$ cat src/rtl/stopwatch_counter.sv
// rtl/stopwatch_counter.sv - M:SS.t BCD stopwatch core with start/stop/lap/clear control
//
// Purpose:
//   Four-digit BCD time count (d3:d2d1.d0) advanced by an external tick
//   enable, controlled by a start/stop and a lap/clear button. Emits a
//   one-cycle lap strobe during which downstream lap registers capture
//   d0..d3.
//
// Optional feature macro: STOPWATCH_WRAP_EN
//   defined   - 9:59.9 + tick wraps to 0:00.0, sets overflow, keeps running
//   undefined - 9:59.9 + tick freezes the digits, sets overflow, stops
//
// Ports:
//   clk         in   system clock
//   rst         in   synchronous active-high reset
//   tick        in   one-cycle count enable (10 Hz for tenths)
//   start_stop  in   debounced button level, acts on rising edge
//   lap_clr     in   debounced button level, acts on rising edge
//   d0          out  tenths digit, 0-9
//   d1          out  seconds ones, 0-9
//   d2          out  seconds tens, 0..SEC_TENS_MOD-1
//   d3          out  minutes, 0-9
//   lap         out  one-cycle lap strobe
//   running     out  high in RUNNING
//   overflow    out  sticky full-count flag
//   lap_count   out  saturating number of laps taken

module stopwatch_counter #(
  parameter int SEC_TENS_MOD = 6,
  parameter int LAP_CNT_W    = 4
) (
  input  logic                 clk,
  input  logic                 rst,
  input  logic                 tick,
  input  logic                 start_stop,
  input  logic                 lap_clr,
  output logic [3:0]           d0,
  output logic [3:0]           d1,
  output logic [3:0]           d2,
  output logic [3:0]           d3,
  output logic                 lap,
  output logic                 running,
  output logic                 overflow,
  output logic [LAP_CNT_W-1:0] lap_count
);

`ifdef STOPWATCH_WRAP_EN
  localparam bit WRAP_EN = 1'b1;
`else
  localparam bit WRAP_EN = 1'b0;
`endif

  localparam logic [3:0] D2_MAX = 4'(SEC_TENS_MOD - 1);

  typedef enum logic [1:0] {
    ST_IDLE,
    ST_RUNNING,
    ST_STOPPED
  } state_e;

  state_e                 state_q;
  logic                   ss_q;
  logic                   lc_q;
  logic [3:0]             d0_q, d1_q, d2_q, d3_q;
  logic [3:0]             d0_d, d1_d, d2_d, d3_d;
  logic                   lap_q;
  logic                   running_q;
  logic                   overflow_q;
  logic [LAP_CNT_W-1:0]   lap_count_q;

  logic ss_ev;
  logic lc_ev;
  logic count_en;
  logic c0, c1, c2;
  logic full;

  // Rising-edge events; history regs reset to 1 so a held button is ignored.
  assign ss_ev = start_stop & ~ss_q;
  assign lc_ev = lap_clr & ~lc_q;

  // The count uses the current state only, so a tick coincident with the
  // press that starts counting is not counted, while one coincident with
  // the press that stops counting is.
  assign count_en = (state_q == ST_RUNNING) && tick;

  assign c0   = (d0_q == 4'd9);
  assign c1   = c0 && (d1_q == 4'd9);
  assign c2   = c1 && (d2_q == D2_MAX);
  assign full = c2 && (d3_q == 4'd9);

  // Whole-cascade next value computed in one step so no intermediate
  // non-BCD value is ever registered.
  always_comb begin
    d0_d = d0_q;
    d1_d = d1_q;
    d2_d = d2_q;
    d3_d = d3_q;
    if (count_en) begin
      if (full) begin
        if (WRAP_EN) begin
          d0_d = 4'd0;
          d1_d = 4'd0;
          d2_d = 4'd0;
          d3_d = 4'd0;
        end
      end else begin
        d0_d = c0 ? 4'd0 : d0_q + 4'd1;
        if (c0) d1_d = c1 ? 4'd0 : d1_q + 4'd1;
        if (c1) d2_d = c2 ? 4'd0 : d2_q + 4'd1;
        if (c2) d3_d = d3_q + 4'd1;
      end
    end
  end

  always_ff @(posedge clk) begin
    if (rst) begin
      state_q     <= ST_IDLE;
      ss_q        <= 1'b1;
      lc_q        <= 1'b1;
      d0_q        <= 4'd0;
      d1_q        <= 4'd0;
      d2_q        <= 4'd0;
      d3_q        <= 4'd0;
      lap_q       <= 1'b0;
      running_q   <= 1'b0;
      overflow_q  <= 1'b0;
      lap_count_q <= '0;
    end else begin
      ss_q  <= start_stop;
      lc_q  <= lap_clr;
      lap_q <= 1'b0;
      d0_q  <= d0_d;
      d1_q  <= d1_d;
      d2_q  <= d2_d;
      d3_q  <= d3_d;
      if (count_en && full) overflow_q <= 1'b1;

      case (state_q)
        ST_IDLE: begin
          if (ss_ev) begin
            state_q   <= ST_RUNNING;
            running_q <= 1'b1;
          end
        end

        ST_RUNNING: begin
          if (ss_ev) begin
            state_q   <= ST_STOPPED;
            running_q <= 1'b0;
          end else if (lc_ev) begin
            lap_q <= 1'b1;
            if (lap_count_q != {LAP_CNT_W{1'b1}})
              lap_count_q <= lap_count_q + LAP_CNT_W'(1);
          end
          // Without wrap, reaching the full count forces a stop.
          if (!WRAP_EN && count_en && full) begin
            state_q   <= ST_STOPPED;
            running_q <= 1'b0;
          end
        end

        ST_STOPPED: begin
          if (ss_ev) begin
            state_q   <= ST_RUNNING;
            running_q <= 1'b1;
          end else if (lc_ev) begin
            state_q     <= ST_IDLE;
            running_q   <= 1'b0;
            d0_q        <= 4'd0;
            d1_q        <= 4'd0;
            d2_q        <= 4'd0;
            d3_q        <= 4'd0;
            lap_count_q <= '0;
            overflow_q  <= 1'b0;
          end
        end

        default: begin
          state_q   <= ST_IDLE;
          running_q <= 1'b0;
        end
      endcase
    end
  end

  assign d0        = d0_q;
  assign d1        = d1_q;
  assign d2        = d2_q;
  assign d3        = d3_q;
  assign lap       = lap_q;
  assign running   = running_q;
  assign overflow  = overflow_q;
  assign lap_count = lap_count_q;

endmodule

$ cat config.mk
export PLATFORM = sky130hd
export DESIGN_NAME = stopwatch_counter
export DESIGN_NICKNAME = d
export VERILOG_FILES = /design/src/rtl/stopwatch_counter.sv
export SDC_FILE = /design/constraint.sdc
export NUM_CORES = 1
export LEC_CHECK = 0
export ABC_AREA = 1
export BUFFER_PORTS_ARGS = -buffer_cell sky130_fd_sc_hd__buf_4
export CORE_ASPECT_RATIO = 1.5
export CORE_MARGIN = 3
export CORE_UTILIZATION = 55
export CTS_BUF_LIST = sky130_fd_sc_hd__clkbuf_2
export CTS_CLUSTER_SIZE = 16
export DETAILED_ROUTE_END_ITERATION = 8
export GPL_ROUTABILITY_DRIVEN = 1
export GPL_TIMING_DRIVEN = 1
export PLACE_DENSITY = 0.79
export SLEW_MARGIN = 25
export SYNTH_ARGS = -nofsm -noshare
export SYNTH_HDL_FRONTEND = slang
export SYNTH_SLANG_ARGS = --single-unit
$ cat constraint.sdc
create_clock -name clk -period 3.63 [get_ports clk]
set_input_delay 0.363 -clock clk [delete_from_list [all_inputs] [get_ports clk]]
set_output_delay 0.363 -clock clk [all_outputs]
set_load 0.02 [all_outputs]
==> impl_metrics.tcl <==
set metrics [dict create \
    fin_cells 267 \
    synth_seq_cells 27 \
    start_util_pct 59.2 \
    hold_violations 0 \
    cp_data_required_time_ns 3.93 \
    cap_violations 0 \
    synth_area_leader_cell "dfxtp_1" \
    grt_pass1_wl_mm 5.31 \
    p_int_uw 413 \
    drtIter0Drc 17 \
    cts_made_buffers 3 \
    die_x_um 48.4 \
    clockRootBuffer "clkbuf_2" \
    antenna_left 0 \
    power-per-cell-area_mw_per_mm2 375 \
    fmax_ghz 0.490 \
    cts_setup_buffers 0 \
    grt_start_max_net_pins 17 \
    ir_drop_v 0.000274 \
    cp-end-kind "register" \
    path_buf_inv 2 \
    post-dp-hpwl_mm 2.51 \
    final-setup-viol-count 0 \
    worstSetupPathType "reg -> reg" \
    cp.arrival_ns 2.34 \
    cts.path.max_buffers 2 \
    area_growth_syn_to_layout_pct 17.5 \
    wl_per_cell_um 11.5 \
    io_pins 28 \
    slowest_stage "o21ai_1" \
    cts_hold_buf 0 \
    worst_slack_ns 1.59 \
    seqPwrFrac_pct 51.3 \
    fillers 230 \
    first_global_vias 1289 \
    htreeDepth 1 \
    p_sw_uw 241 \
    skew_ns 0.00280 \
    synth_seq_area_share_pct 36.4 \
    fp.dieH_um 69.6 \
    syn_avg_cell_area_um2 7.35 \
    clkLatencyLatePin_ns 0.37 \
    place_area_mm2 0.00172 \
    path_cells "inv_2, nor2_1, nand2_1, o21ai_1, inv_1, o21ai_0, a31oi_1" \
    switching_share_pct 36.8 \
    clkPwrFrac_pct 18.2 \
    drc 0 \
    syn_nets 214 \
    drive_gt1_share_pct 25.5 \
    tns_ns 0 \
    leakagePower_nw 0.836 \
    status "complete, no violations" \
    r2r_slack_ns 1.59 \
    cts_resized 0 \
    drv_slew 0 \
    grt_setup_unrepaired "false" \
    setup.worst_path.start_class "register" \
    synth_warnings 0 \
    tightest_slew_ns 0.770 \
    die_area_mm2 0.00337 \
    p_comb_share_pct 30.5 \
    antenna_found_initial 0 \
    final_nets 244 \
    netlist_instances 202 \
    viasPerCell 5.06 \
    fin_hold_ws_ns 0.118 \
    gr-usage-all-layers_pct 19.7 \
    synth_cell_type_count 30 \
    cts_sinks 27 \
    crit_family "compound AO/OA/AOI/OAI gates" \
    synth_area_leaders "dfxtp_1 36%, nand2_1 8.6%, inv_1 7.1%" \
    dp.cells 263 \
    wirelength_mm 3.06 \
    synth.top_cell.area_share_pct 36.4 \
    finalCritPeriodShare_pct 56.3 \
    relSlewSlack_pct 48.4 \
    min_period_ns 2.04 \
    gp_congestion 0.841 \
    fp.coreArea_mm2 0.00250 \
    post-place-ws_ns 1.53 \
    critPathMaxStageDelay_ns 0.62 \
    firstDrtPassIters 4 \
    diodes 0 \
    portBuffers 27 \
    core.rowCount 22 \
    tritoncts "done" \
    hold_path.class "in -> reg" \
    via_count 1352 \
    final_area_mm2 0.00174 \
    grt-ovfl-total 0 \
    clkTransAtPathRegs_ns 0.25 \
    path_max_fanout 11 \
    syn-cell-area_mm2 0.00148 \
]
-- worst reg2reg max path: stages (launching register included) --
cell	delay, ns
dfxtp_1	0.41
inv_2	0.07
nor2_1	0.16
nand2_1	0.11
o21ai_1	0.62
inv_1	0.37
o21ai_0	0.17
a31oi_1	0.05
-- worst paths after layout --
kind / end / depth (start not counted) / startpoint
worst max register to register: d2[0] / 7 / state_q[1]
worst max-delay path: d2[0] / 7 / state_q[1]
worst min register to register: overflow / 2 / overflow
worst min-delay path: state_q[1] / 2 / rst
-- synthesized netlist by cell type (all sizes together) --
cell / instances
nand2: 39
inv: 37
dfxtp: 27
nor2: 27
a21oi: 18
nand3: 14
o21ai: 11
ha: 7
nor3: 7
nand4: 4
or2: 3
buf: 2
a31oi: 1
nand3b: 1
nor3b: 1
o21bai: 1
o31ai: 1
xor2: 1
-- area by class of cell --
| type | instances | area (um^2) | area share [%] |
|---|---|---|---|
| Multi-Input combinational cell | 136 | 795 | 45.6 |
| Sequential cell | 27 | 541 | 31.0 |
| Timing Repair Buffer | 27 | 203 | 11.6 |
| Inverter | 37 | 139 | 7.96 |
| Tap cell | 36 | 45.0 | 2.58 |
| Clock buffer | 3 | 15.0 | 0.861 |
| Clock inverter | 1 | 7.51 | 0.430 |
-- state kept, by name, summed over array words and instances (netlist names) --
register,count
d0,4
d1,4
d2,4
d3,4
lap_count,4
state_q,2
lap,1
lc_q,1
overflow,1
running,1
ss_q,1
-- power by group through the flow --
stage,combinational (mW),sequential (mW),clock (mW)
2_1_floorplan,0.143,0.350,0
5_1_grt,0.225,0.339,0.133
3_5_place_dp,0.200,0.341,0
3_3_place_gp,0.192,0.339,0
6_report,0.199,0.336,0.119
4_1_cts,0.200,0.335,0.124
-- cell families (layout without fill, tap and decap cells) --
logic type	after synthesis	in the layout	share of synthesized area, %
flip-flops	27	27	36.4
adder cells (fa/ha/maj)	7	7	5.90
XOR/XNOR	1	1	0.590
AND/OR/NAND/NOR	96	96	35.1
buffers and inverters	39	68	10.0
AO/OA/AOI/OAI	32	32	12.0
-- metrics by stage --
step           power [mW]  util (%)
5_1_grt             0.697      69.6
2_1_floorplan       0.493         -
6_report            0.654      69.6
3_3_place_gp        0.532      68.7
3_5_place_dp        0.541      68.7
4_1_cts             0.659      69.6
-- cells in the final DEF (no fill, tap or decap), drive strengths merged --
cell type / count
xor2: 1
a31oi: 1
dfxtp: 27
a21oi: 18
clkbuf: 3
nand2: 39
buf: 27
nor3: 7
clkinvlp: 1
inv: 37
o21ai: 11
nor3b: 1
o21bai: 1
nand4: 4
nand3b: 1
ha: 7
nand3: 14
nor2: 27
or2: 3
o31ai: 1
-- per-layer routing --
| metal | vias to the layer above | wire length, um | GRT usage, % |
|---|---|---|---|
| li1 | 703 | - | - |
| met1 | 625 | 1140 | 18.3 |
| met2 | 19 | 1790 | 40.0 |
| met3 | 5 | 75 | 2.80 |
| met4 | 0 | 52 | 9.81 |
| met5 | - | 0 | 0 |
Power figures use the tool's default switching activity.
